--- src/rtl/frame_stream_pkg.sv ---
// Shared types and sizing helpers for the frame-buffer raster streamer.
package frame_stream_pkg;

    typedef enum logic [2:0] {IDLE, ACTIVE, HBLANK, DRAIN, DONE} fs_state_e;

    // Counter width for values 0..n-1, never narrower than one bit.
    function automatic int cnt_w(input int n);
        return (n > 1) ? $clog2(n) : 1;
    endfunction

    function automatic int frame_pix(input int w, input int h);
        return w * h;
    endfunction

    function automatic int blank_w(input int hblank);
        return cnt_w(hblank + 1);
    endfunction

endpackage

--- src/rtl/frame_streamer.sv ---
// Raster-scan reader: walks a frame buffer line by line, inserts a blanking gap
// between lines, and streams the returned pixels with sof/eol/done markers.
module frame_streamer #(
    parameter int DATA_W = 8,
    parameter int IMG_W  = 32,
    parameter int IMG_H  = 32,
    parameter int ADDR_W = $clog2(IMG_W * IMG_H),
    parameter int HBLANK = 2
) (
    input  logic              clk,
    input  logic              rst,
    input  logic              start,
    input  logic              hold,
    output logic              mem_rd_en,
    output logic [ADDR_W-1:0] mem_addr,
    input  logic [DATA_W-1:0] mem_rdata,
    output logic [DATA_W-1:0] pixel_out,
    output logic              pixel_vld,
    output logic              sof,
    output logic              eol,
    output logic              busy,
    output logic              done
);
    // Imported in the body so the HBLANK parameter shadows the state literal.
    import frame_stream_pkg::*;

    localparam int COL_W   = cnt_w(IMG_W);
    localparam int ROW_W   = cnt_w(IMG_H);
    localparam int BLANK_W = blank_w(HBLANK);

    localparam logic [COL_W-1:0]   COL_LAST   = COL_W'(IMG_W - 1);
    localparam logic [ROW_W-1:0]   ROW_LAST   = ROW_W'(IMG_H - 1);
    localparam logic [BLANK_W-1:0] BLANK_LAST = BLANK_W'(HBLANK - 1);

    fs_state_e          state_q, state_d;
    logic [COL_W-1:0]   col_q, col_d;
    logic [ROW_W-1:0]   row_q, row_d;
    logic [ADDR_W-1:0]  addr_q, addr_d;
    logic [BLANK_W-1:0] blank_q, blank_d;
    logic               issue;
    logic               rd_first_q, rd_last_q;

    // NOTE: every variable gets a default before the case so no path leaves it unassigned (no latches).
    always_comb begin
        state_d = state_q;
        col_d   = col_q;
        row_d   = row_q;
        addr_d  = addr_q;
        blank_d = blank_q;
        issue   = 1'b0;

        unique case (state_q)
            IDLE: begin
                col_d  = '0;
                row_d  = '0;
                addr_d = '0;
                // busy is still high on the cycle after DONE; a start there is dropped.
                if (start && !busy) begin
                    state_d = ACTIVE;
                    issue   = !hold;
                end
            end
            ACTIVE: issue = !hold;
            frame_stream_pkg::HBLANK: begin
                if (blank_q == BLANK_LAST) begin
                    blank_d = '0;
                    state_d = ACTIVE;
                end else begin
                    blank_d = blank_q + 1'b1;
                end
            end
            DRAIN:   state_d = DONE;
            DONE:    state_d = IDLE;
            default: state_d = IDLE;
        endcase

        if (issue) begin
            if (col_q == COL_LAST) begin
                col_d = '0;
                if (row_q == ROW_LAST) begin
                    row_d   = '0;
                    addr_d  = '0;
                    state_d = DRAIN;
                end else begin
                    row_d   = row_q + 1'b1;
                    addr_d  = addr_q + 1'b1;
                    state_d = (HBLANK > 0) ? frame_stream_pkg::HBLANK : ACTIVE;
                end
            end else begin
                col_d  = col_q + 1'b1;
                addr_d = addr_q + 1'b1;
            end
        end
    end

    // NOTE: state and outputs update with non-blocking assignments so every flop samples pre-edge values.
    always_ff @(posedge clk or posedge rst) begin
        if (rst) begin
            state_q    <= IDLE;
            col_q      <= '0;
            row_q      <= '0;
            addr_q     <= '0;
            blank_q    <= '0;
            mem_rd_en  <= 1'b0;
            mem_addr   <= '0;
            rd_first_q <= 1'b0;
            rd_last_q  <= 1'b0;
            pixel_vld  <= 1'b0;
            sof        <= 1'b0;
            eol        <= 1'b0;
            busy       <= 1'b0;
            done       <= 1'b0;
        end else begin
            state_q    <= state_d;
            col_q      <= col_d;
            row_q      <= row_d;
            addr_q     <= addr_d;
            blank_q    <= blank_d;
            mem_rd_en  <= issue;
            if (issue) mem_addr <= addr_q;
            rd_first_q <= issue && (addr_q == '0);
            rd_last_q  <= issue && (col_q == COL_LAST);
            pixel_vld  <= mem_rd_en;
            sof        <= rd_first_q;
            eol        <= rd_last_q;
            busy       <= (state_d != IDLE) || (state_q == DONE);
            done       <= (state_q == DONE);
        end
    end

    // The RAM's output register is the pixel stage; gating keeps pixel_out at 0 between pixels.
    assign pixel_out = pixel_vld ? mem_rdata : '0;

endmodule

--- config.mk ---
export PLATFORM = sky130hd
export DESIGN_NAME = frame_streamer
export DESIGN_NICKNAME = d
export VERILOG_FILES = /design/src/rtl/frame_stream_pkg.sv /design/src/rtl/frame_streamer.sv
export SDC_FILE = /design/constraint.sdc
export NUM_CORES = 1
export LEC_CHECK = 0
export ABC_AREA = 1
export BUFFER_PORTS_ARGS = -buffer_cell sky130_fd_sc_hd__buf_2
export CAP_MARGIN = 20
export CORE_AREA = 3 3 65 67
export DETAILED_ROUTE_END_ITERATION = 6
export DIE_AREA = 0 0 68 70
export GPL_TIMING_DRIVEN = 0
export MAX_ROUTING_LAYER = met4
export PLACE_DENSITY = 0.72
export SLEW_MARGIN = 20
export SYNTH_ARGS = -nofsm -noshare
export SYNTH_HDL_FRONTEND = slang
export SYNTH_SLANG_ARGS = --single-unit
export TNS_END_PERCENT = 1
--- constraint.sdc ---
create_clock -name clk -period 1.95 [get_ports clk]
set_clock_uncertainty 0.05 [all_clocks]
set_input_delay 0.195 -clock clk [delete_from_list [all_inputs] [get_ports clk]]
set_output_delay 0.195 -clock clk [all_outputs]
set_load 0.05 [all_outputs]
==> results of run 1 <==
==> final timing paths <==
| check | to | cells past startpoint |
|---|---|---|
| max in group asynchronous | addr_q[5]$_DFFE_PP0P_ | 4 |
| worst min-delay path | state_q[1]$_DFF_PP0_ | 4 |
| worst max-delay path | row_q[2]$_DFF_PP0_ | 9 |
| min in group asynchronous | row_q[2]$_DFF_PP0_ | 3 |
| worst min register to register | eol$_DFF_PP0_ | 0 |
| worst max register to register | row_q[2]$_DFF_PP0_ | 9 |
==> report_power, final <==
group	internal, W	total, W	switching, W
Clock	0.000414	0.000706	0.000292
Sequential	0.00102	0.00111	0.0000860
Combinational	0.000182	0.000636	0.000454
Total	0.00162	0.00245	0.000833
==> cells in the final DEF, fill, tap and decap left out <==
cell,n
inv_1,35
nand3_1,11
nand2_1,70
clkinv_1,1
xor2_1,5
o21ai_0,20
nand2_2,1
o21a_1,1
ha_1,6
or2_4,1
a21oi_1,1
dfrtp_1,43
buf_6,1
o21ai_1,2
buf_2,35
or2_2,1
nor3_2,1
dlygate4sd3_1,1
xnor2_1,1
clkbuf_8,6
buf_12,1
clkbuf_1,2
nor2_8,1
nor2_2,1
nand4_1,6
bufinv_16,1
clkinv_2,1
nor2_1,12
o22ai_1,2
nand3b_1,1
inv_2,1
nor3_1,3
nand3_2,1
==> final cells by class <==
| class | instances | share of cell area [%] |
|---|---|---|
| Multi-Input combinational cell | 148 | 31.8 |
| Buffer | 3 | 0.792 |
| Clock inverter | 2 | 1.48 |
| Timing Repair Buffer | 37 | 8.66 |
| Inverter | 37 | 5.86 |
| Sequential cell | 43 | 45.4 |
| Tap cell | 48 | 2.53 |
| Clock buffer | 6 | 3.48 |
==> tightest hold or removal path: stages <==
cell     delay, ns
buf_2         0.07
inv_1         0.05
nand4_1       0.14
nand2_1       0.07
==> metrics by stage <==
stage / hold WS [ns] / cell area, µm²
2_1_floorplan: 0.281 / 1990
3_3_place_gp: 0.283 / 2220
3_5_place_dp: 0.0889 / 2240
4_1_cts: 0.215 / 2370
5_1_grt: 0.226 / 2370
6_report: 0.220 / 2370
==> layer usage <==
metal | GRT usage [%] | vias to the layer above | wire length (µm)
met3 | 5.31 | 4 | 300
met5 | - | - | 0
met2 | 29.1 | 54 | 1770
met1 | 22.9 | 716 | 1700
met4 | 5.30 | 0 | 38
li1 | - | 809 | -
==> state kept, by name, summed over array words and instances (netlist names) <==
| register | count |
|---|---|
| mem_addr | 10 |
| row_q | 5 |
| rd_last_q | 1 |
| blank_q | 2 |
| done | 1 |
| pixel_vld | 1 |
| rd_first_q | 1 |
| eol | 1 |
| busy | 1 |
| mem_rd_en | 1 |
| addr_q | 10 |
| sof | 1 |
| col_q | 5 |
| state_q | 3 |
==> cells by family after synthesis <==
logic type / after synthesis / share of synthesized area [%]
and+or+nand+nor: 110 / 24.7
DFF: 43 / 54.2
buffers and inverters: 40 / 7.93
AOI/OAI and AO/OA: 26 / 6.80
xor gates and xnor gates: 6 / 2.64
adders and majority gates: 6 / 3.78
==> repair_timing <==
action                                 CTS  global route
hold buffers                             1             0
resized for setup                        0             0
endpoints found under the hold margin   10             0
==> metrics.yaml, run 1 <==
grt:
  grt_pass1_vias: 1561
  grt_usage_pct: 18.5
  grt_pass1_wl_mm: 6.67
  grt_max_degree: 34
  overflow: 0
  antenna_found_initial: 0
yosys:
  syn_inst: 231
  syn_area_um2: 1990
  synth_edf_count: 0
  synthesis.nets: 249
  syn_area_per_cell_um2: 8.60
  synthTopCellsByArea: "dfrtp_1 (54%), nand2_1 (13%), inv_1 (6.8%), o21ai_0 (5.0%), ha_1 (3.8%)"
  synth_seq_cells: 43
  synth_commonest_cells: "nand2_1 (70), dfrtp_1 (43), inv_1 (36), o21ai_0 (20), nor2_1 (12)"
  synth_top_cell_area_share_pct: 54.2
  yosysUniqueCellTypes: 26
  ys.flop_type: "dfrtp_1"
  seq_area_frac_synth_pct: 54.2
  async_reset_ff_share_pct: 100
  synth.largest_area_cell: "dfrtp_1"
  yosys_warnings: 0
  yosysMostFrequentCell: "nand2_1"
cells_and_area:
  ff_latch_area_um2: 1080
  drive_above_1_share_pct: 19.2
  multi_input_area_um2: 753
  layout.nets: 293
  fillers: 304
  fin_util_pct: 64.2
  final_cell_count_no_fill: 324
  antenna_cells: 0
  areaGrowthSynthToFinish_pct: 19.3
worst_setup_path:
  crit_family: "simple AND/OR/NAND/NOR gates"
  cp-start-kind: "register"
  cp-end-kind: "register"
  critPathMaxStageDelay_ns: 0.40
  cp-startpoint: "col_q[0]$_DFFE_PP0P_"
  crit_chain: "ha_1 > nand2_1 > nor2_1 > ha_1 > inv_1 > nor2_1 > nor2_1 > nand2_1 > nand2_1"
  cp.required_ns: 2.13
  arrival_ns: 1.93
  rrSetupSlack_ns: 0.20
  timing_worst_setup_path_type: "register to register"
  r2r_start: "col_q[0]$_DFFE_PP0P_"
  worstPathMaxFanout: 5
  critPathSlowestCell: "dfrtp_1"
  crit_buf_inv: 1
timing:
  max_freq_mhz: 571
  period_share_pct: 89.7
  slew_viol_final: 0
  worst_slew_pin_slew_ns: 0.502
  period_minus_slack_ns: 1.75
  setup-violations-final: 0
  hold_viol_final: 0
  rsz0062_at_grt: "no"
  timing.final.ws_setup_ns: 0.200
  finalSetupTns_ns: 0
  max-slew-margin-rel_pct: 66.3
pwr:
  leakage_nw: 1.32
  total_power_w: 0.00245
  vdd_drop_max_mv: 0.449
  power_density_nw_per_um2: 1030
floorplanning:
  num_rows: 22
  dieArea_um2: 4760
  die_w_um: 68
  fp.dieH_um: 70
  ios: 36
  coreArea_um2: 3690
  initial_core_util_pct: 53.9
route:
  dr.pass1.iters: 4
  wire_per_inst_um: 11.7
  drtIter0Drc: 133
  postRouteAntennaNets: 0
  avgViaCountPerCell: 4.89
  drc_errors: 0
  vias: 1583
  drt-total-wl_mm: 3.80
place:
  gp_congestion: 0.836
  portBuffers: 35
  place_worst_setup_slack_ns: 0.209
  dpl.cell_count: 315
  dpl.hpwl_mm: 2.85
min_path:
  hp-start: "hold"
  hold_path_class: "input port to register"
clock_tree:
  clockBufferDepth: 2
  root_buffer: "clkbuf_8"
  cts_tree: "built"
  clock_latency_ns: 0.29
  cts_inserted_buffers: 5
  post_cts_buffers: 0
  numClockSinks: 43
  clk_pin_slew_ns: 0.08
  htree_levels: 2
outcome:
  outcome: "complete, no violations"
job:
  drv_cap: 0
No activity file was read; power rests on OpenSTA's default activity.
==> run 2: changes to the inputs <==
--- a/config.mk
+++ b/config.mk
@@ -8,12 +8,12 @@
 export ABC_AREA = 1
 export BUFFER_PORTS_ARGS = -buffer_cell sky130_fd_sc_hd__buf_2
 export CAP_MARGIN = 20
-export CORE_AREA = 3 3 65 67
+export CORE_AREA = 3 3 50 97
 export DETAILED_ROUTE_END_ITERATION = 6
-export DIE_AREA = 0 0 68 70
+export DIE_AREA = 0 0 53 100
 export GPL_TIMING_DRIVEN = 0
 export MAX_ROUTING_LAYER = met4
-export PLACE_DENSITY = 0.72
+export PLACE_DENSITY = 0.67
 export SLEW_MARGIN = 20
 export SYNTH_ARGS = -nofsm -noshare
 export SYNTH_HDL_FRONTEND = slang
==> constraint.sdc (replaced) <==
create_clock -name clk -period 1.5 [get_ports clk]
set_clock_uncertainty 0.05 [all_clocks]
set_input_delay 0.075 -clock clk [delete_from_list [all_inputs] [get_ports clk]]
set_output_delay 0.075 -clock clk [all_outputs]
set_load 0.05 [all_outputs]
==> metrics.yaml, run 2 (same netlist as run 1, synthesis figures left out) <==
clock_tree:
  clk_pin_slew_ns: 0.07  # about the same
  numClockSinks: 43  # unchanged
  htree_levels: 2  # unchanged
  cts_inserted_buffers: 5  # unchanged
  root_buffer: "clkbuf_8"
  clock_latency_ns: 0.29  # about the same
  cts_tree: "built"
  clockBufferDepth: 2  # unchanged
grt:
  grt_max_degree: 35  # +2.9%
  grt_pass1_wl_mm: 6.90  # +3.5%
  antenna_found_initial: 0  # unchanged
  grt_pass1_vias: 1620  # +3.8%
  overflow: 0  # unchanged
  grt_usage_pct: 18.0  # -0.51 points
job:
  drv_cap: 0  # unchanged
cells_and_area:
  final_common_cell: "nand2_1"
  reg.largest.list: "addr_q x10, mem_addr x10"
  final_cell_count_no_fill: 328  # +1.2%
  fin_util_pct: 57.4  # -6.9 points
  antenna_cells: 0  # unchanged
  fillers: 430  # +41%
  layout.nets: 294  # +0.34%
  mostFrequentLayoutCells: "nand2_1 (68), dfrtp_1 (42), buf_2 (35)"
  areaGrowthSynthToFinish_pct: 20.5
  drive_above_1_share_pct: 23.9  # +4.7 points
worst_setup_path:
  critPathSlowestCell: "dfrtp_1"
  cp-end-kind: "register"
  timing_worst_setup_path_type: "register to register"
  worstPathMaxFanout: 4  # -1
  crit_buf_inv: 0  # -1
  cp-start-kind: "register"
  crit_family: "simple AND/OR/NAND/NOR gates"
  r2r_cells: 8  # -1
  cp-startpoint: "col_q[0]$_DFFE_PP0P_"
  crit_chain: "ha_2 > nand2_2 > nor2_2 > ha_2 > nand4_1 > nor2_2 > nand3_1 > nand2_1"
  critPathMaxStageDelay_ns: 0.38  # -0.02 ns
  cp.required_ns: 1.68  # -0.45 ns
  arrival_ns: 1.80  # -0.13 ns
  r2r_start: "col_q[0]$_DFFE_PP0P_"
  cp.depth: 8  # -1
floorplanning:
  num_rows: 33  # +50%
  dieArea_um2: 5300  # +11%
  coreArea_um2: 4170  # +13%
  initial_core_util_pct: 47.6  # -6.2 points
  fp.dieH_um: 100  # +43%
  ios: 36  # unchanged
  die_w_um: 53  # -22%
route:
  drtIter0Drc: 27  # -80%
  wire_per_inst_um: 12.1  # +2.9%
  vias: 1606  # +1.5%
  avgViaCountPerCell: 4.90  # +0.22%
  postRouteAntennaNets: 0  # unchanged
  drc_errors: 0  # unchanged
  dr.pass1.iters: 4  # unchanged
  drt-total-wl_mm: 3.96  # +4.2%
outcome:
  violations: "negative setup slack"
  outcome: "finished with violations"
min_path:
  hold_path_class: "input port to register"
  hp-start: "hold"
  hold_depth: 4  # unchanged
place:
  gp_congestion: 0.861  # +3.0%
  portBuffers: 35  # unchanged
  place_worst_setup_slack_ns: -0.269  # -0.478 ns
  dpl.cell_count: 319  # +1.3%
  dpl.hpwl_mm: 3.07  # +7.7%
pwr:
  total_power_w: 0.00304  # +24%
  vdd_drop_max_mv: 0.697  # +55%
  leakage_nw: 1.31  # -0.87%
  power_density_nw_per_um2: 1270  # +23%
timing:
  setup-violations-final: 11  # +11
  whs_ns: 0.137  # -0.0829 ns
  max-slew-margin-rel_pct: 68.9  # +2.7 points
  rsz0062_at_grt: "yes"
  timing.final.ws_setup_ns: -0.121  # -0.322 ns
  slew_viol_final: 0  # unchanged
  max_freq_mhz: 617  # +7.9%
  hold_viol_final: 0  # unchanged
  period_share_pct: 108  # +18 points
  period_minus_slack_ns: 1.62  # -0.128 ns
  worst_slew_pin_slew_ns: 0.463  # -0.0397 ns
==> run 2: timing repair <==
item / 4_1_cts / 5_1_grt
setup buffers: 0 / 1
hold endpoints to repair: 43 / 0
hold buffers: 1 / 0
gates resized for setup: 9 / 8
pin swaps: 2 / 10
endpoints found under the setup margin: 17 / 32
==> run 2: worst paths after layout <==
| kind | endpoint | slack (ns) |
|---|---|---|
| setup reg to reg | row_q[2]$_DFF_PP0_ | -0.12 |
| min in group asynchronous | mem_rd_en$_DFF_PP0_ | 0.19 |
| hold / removal | state_q[1]$_DFF_PP0_ | 0.14 |
| hold reg to reg | eol$_DFF_PP0_ | 0.31 |
| setup / recovery | row_q[2]$_DFF_PP0_ | -0.12 |
| max in group asynchronous | row_q[1]$_DFF_PP0_ | 0.75 |
==> run 2: power by group <==
| group | switching, W | total, W | internal, W |
|---|---|---|---|
| clock | 0.000364 | 0.000725 | 0.000361 |
| sequential | 0.000118 | 0.00145 | 0.00133 |
| combinational | 0.000609 | 0.000866 | 0.000257 |
==> run 2: metrics by stage <==
stage               cell area [µm²]  setup TNS, ns
global placement               2230         -10.96
floorplan                      1990              0
finish                         2390         -0.615
CTS                            2370         -0.747
detailed placement             2250          -2.02
global route                   2390          -2.69
==> run 2: metal layers <==
layer | vias to the layer above | wire length, µm | track usage [%]
li1 | 808 | - | -
met5 | - | 0 | -
met3 | 13 | 167 | 3.27
met2 | 35 | 2250 | 31.9
met1 | 750 | 1380 | 16.9
met4 | 0 | 158 | 11.0
==> run 2: layout make-up <==
class	instances	area [µm²]	area share (%)
plain buffers	3	21.3	0.889
clock buffers	6	82.6	3.45
clock inverters	1	5.00	0.209
inverters	37	139	5.80
multi-input cells	148	791	33.0
flip-flops and latches	43	1080	45.0
well taps	52	65.1	2.72
repair buffers	38	213	8.89
==> run 2: tightest hold or removal path, delay by kind of cell <==
family                 cells  cell delay, ns
AND/OR/NAND/NOR            2            0.23
buffers and inverters      2            0.13
==> run 3: changes to the inputs <==
--- a/config.mk
+++ b/config.mk
@@ -8,12 +8,12 @@
 export ABC_AREA = 1
 export BUFFER_PORTS_ARGS = -buffer_cell sky130_fd_sc_hd__buf_2
 export CAP_MARGIN = 20
-export CORE_AREA = 3 3 50 97
+export CORE_AREA = 3 3 47 92
 export DETAILED_ROUTE_END_ITERATION = 6
-export DIE_AREA = 0 0 53 100
+export DIE_AREA = 0 0 50 95
 export GPL_TIMING_DRIVEN = 0
 export MAX_ROUTING_LAYER = met4
-export PLACE_DENSITY = 0.67
+export PLACE_DENSITY = 0.72
 export SLEW_MARGIN = 20
 export SYNTH_ARGS = -nofsm -noshare
 export SYNTH_HDL_FRONTEND = slang
==> constraint.sdc (replaced) <==
create_clock -name clk -period 1.6 [get_ports clk]
set_clock_uncertainty 0.05 [all_clocks]
set_input_delay 0.08 -clock clk [delete_from_list [all_inputs] [get_ports clk]]
set_output_delay 0.08 -clock clk [all_outputs]
set_load 0.05 [all_outputs]
==> metrics.yaml, run 3 (same netlist as run 1, synthesis figures left out) <==
worst_setup_path:
  cp-start-kind: "register"
  cp.required_ns: 1.74  # +0.06 ns
  critPathSlowestCell: "dfrtp_1"
  critPathMaxStageDelay_ns: 0.43  # +0.05 ns
  arrival_ns: 1.72  # -0.08 ns
  cp-end-kind: "register"
  worstPathMaxFanout: 10  # +6
  crit_chain: "nor2_2 > nand3_2 > buf_6 > or2_4 > nor3_2"
  crit_buf_inv: 1  # +1
  timing_worst_setup_path_type: "register to register"
  crit_family: "simple AND/OR/NAND/NOR gates"
route:
  drc_errors: 0  # unchanged
  avgViaCountPerCell: 4.99  # +1.9%
  wire_per_inst_um: 12.6  # +4.4%
  dr.pass1.iters: 4  # unchanged
  drt-total-wl_mm: 4.14  # +4.4%
  vias: 1637  # +1.9%
  drtIter0Drc: 52  # +93%
  postRouteAntennaNets: 0  # unchanged
pwr:
  p_clk_share_pct: 25.2  # +1.3 points
  p_int_w: 0.00189  # -2.8%
  power_density_nw_per_um2: 1210  # -4.6%
  leakage_nw: 1.32  # +0.65%
  p_comb_share_pct: 28.6  # about the same
  switching_share_pct: 35.4  # -0.45 points
  p_seq_share_pct: 46.2  # -1.4 points
  p_switching_w: 0.00104  # -4.7%
  vdd_drop_max_mv: 0.737  # +5.8%
place:
  dpl.hpwl_mm: 3.19  # +3.9%
  portBuffers: 35  # unchanged
  post_dp_cell_area_um2: 2240  # -0.22%
  gp_congestion: 0.880  # +2.2%
timing:
  rsz0062_at_grt: "yes"
  setup-violations-final: 0  # -11
  hold_viol_final: 0  # unchanged
  worst_slew_pin_slew_ns: 0.456  # -0.00625 ns
  finalSetupTns_ns: 0  # +0.615 ns
  period_share_pct: 98.9  # -9.2 points
  max_freq_mhz: 632  # +2.5%
  period_minus_slack_ns: 1.58  # -0.0396 ns
  slew_viol_final: 0  # unchanged
  max-slew-margin-rel_pct: 69.3  # +0.42 points
clock_tree:
  numClockSinks: 43  # unchanged
  cts_inserted_buffers: 5  # unchanged
  htree_levels: 2  # unchanged
  clockBufferDepth: 2  # unchanged
  clk_pin_slew_ns: 0.08  # about the same
  cts_tree: "built"
  root_buffer: "clkbuf_8"
  clock_latency_ns: 0.29  # about the same
cells_and_area:
  multi_input_area_um2: 798  # +0.95%
  mostFrequentLayoutCells: "nand2_1 (67), dfrtp_1 (43), buf_2 (35)"
  layout.nets: 296  # +0.68%
  areaGrowthSynthToFinish_pct: 21.9
  final_cell_area_um2: 2420  # +1.1%
  drive_above_1_share_pct: 24.0  # +0.10 points
  reg.largest.list: "addr_q x10, mem_addr x10"
  antenna_cells: 0  # unchanged
  ff_latch_area_um2: 1080  # -0.12%
  final_common_cell: "nand2_1"
  fillers: 321  # -25%
grt:
  grt_usage_pct: 21.0  # +3.0 points
  grt_pass1_wl_mm: 7.25  # +5.1%
  grt_pass1_vias: 1649  # +1.8%
  overflow: 0  # unchanged
  grt_max_degree: 28  # -20%
  antenna_found_initial: 0  # unchanged
floorplanning:
  initial_core_util_pct: 53.9  # +6.3 points
  num_rows: 31  # -6.1%
  ios: 36  # unchanged
  coreArea_um2: 3680  # -12%
  die_w_um: 50  # -5.7%
  dieArea_um2: 4750  # -10%
  fp.dieH_um: 95  # -5.0%
min_path:
  hold_path_class: "input port to register"
outcome:
  outcome: "complete, no violations"
job:
  drv_cap: 0  # unchanged
## run 3: worst register-to-register path, cell delays in order, from the launching register on
cell     delay, ns
dfrtp_1       0.43
nor2_2        0.17
nand3_2       0.19
buf_6         0.21
or2_4         0.26
nor3_2        0.18
## run 3: power groups by stage
stage	registers [W]	clock network, W	logic, W
6_report	0.00135	0.000738	0.000839
5_1_grt	0.00137	0.000803	0.000932
4_1_cts	0.00135	0.000760	0.000838
3_5_place_dp	0.00138	0	0.000793
3_3_place_gp	0.00136	0	0.000762
2_1_floorplan	0.00157	0	0.000393
## run 3: per-layer routing
metal | global-route usage [%] | part of all wire (%) | wire (µm)
met5 | - | 0 | 0
met3 | 4.11 | 3.0 | 123
met4 | 13.6 | 3.3 | 135
met2 | 37.9 | 60 | 2470
met1 | 19.3 | 34 | 1410
## run 3: final timing paths
| kind | from | slack, ns | end | cells past startpoint |
|---|---|---|---|---|
| min | hold | 0.15 | rd_last_q$_DFF_PP0_ | 4 |
| min reg2reg | rd_first_q$_DFF_PP0_ | 0.30 | sof$_DFF_PP0_ | 0 |
| max in group asynchronous | rst | 0.77 | addr_q[6]$_DFFE_PP0P_ | 4 |
| max | state_q[2]$_DFF_PP0_ | 0.02 | rd_first_q$_DFF_PP0_ | 5 |
| min in group asynchronous | rst | 0.27 | state_q[0]$_DFF_PP0_ | 3 |
| max reg2reg | state_q[2]$_DFF_PP0_ | 0.02 | rd_first_q$_DFF_PP0_ | 5 |
## run 3: area by class of cell
class	instances	share of cell area, %
plain buffers	3	0.775
repair buffers	40	9.41
multi-input cells	148	33.0
inverters	37	5.74
well taps	49	2.53
flip-flops and latches	43	44.4
clock buffers	8	4.13
## run 3: repair_timing
| item | 4_1_cts | 5_1_grt |
|---|---|---|
| hold buffers | 1 | 0 |
| buffers inserted | 3 | 0 |
| gates resized for setup | 9 | 6 |
| hold endpoints to repair | 16 | 0 |
| cloned | 0 | 0 |
| pin swaps | 5 | 7 |
| endpoints found under the setup margin | 12 | 18 |
## run 3: stage by stage
step | utilization [%] | cells | setup slack, ns | power (W) | hold slack [ns]
after global routing | 65.7 | 328 | -0.0407 | 0.00311 | 0.171
after CTS | 65.2 | 328 | 0.00283 | 0.00295 | 0.122
after global placement | 60.3 | 315 | -0.154 | 0.00213 | 0.285
after detailed placement | 60.9 | 316 | -0.226 | 0.00217 | 0.0323
final | 65.7 | 328 | 0.0182 | 0.00293 | 0.149
after floorplan | - | 231 | 0.0769 | 0.00196 | 0.281
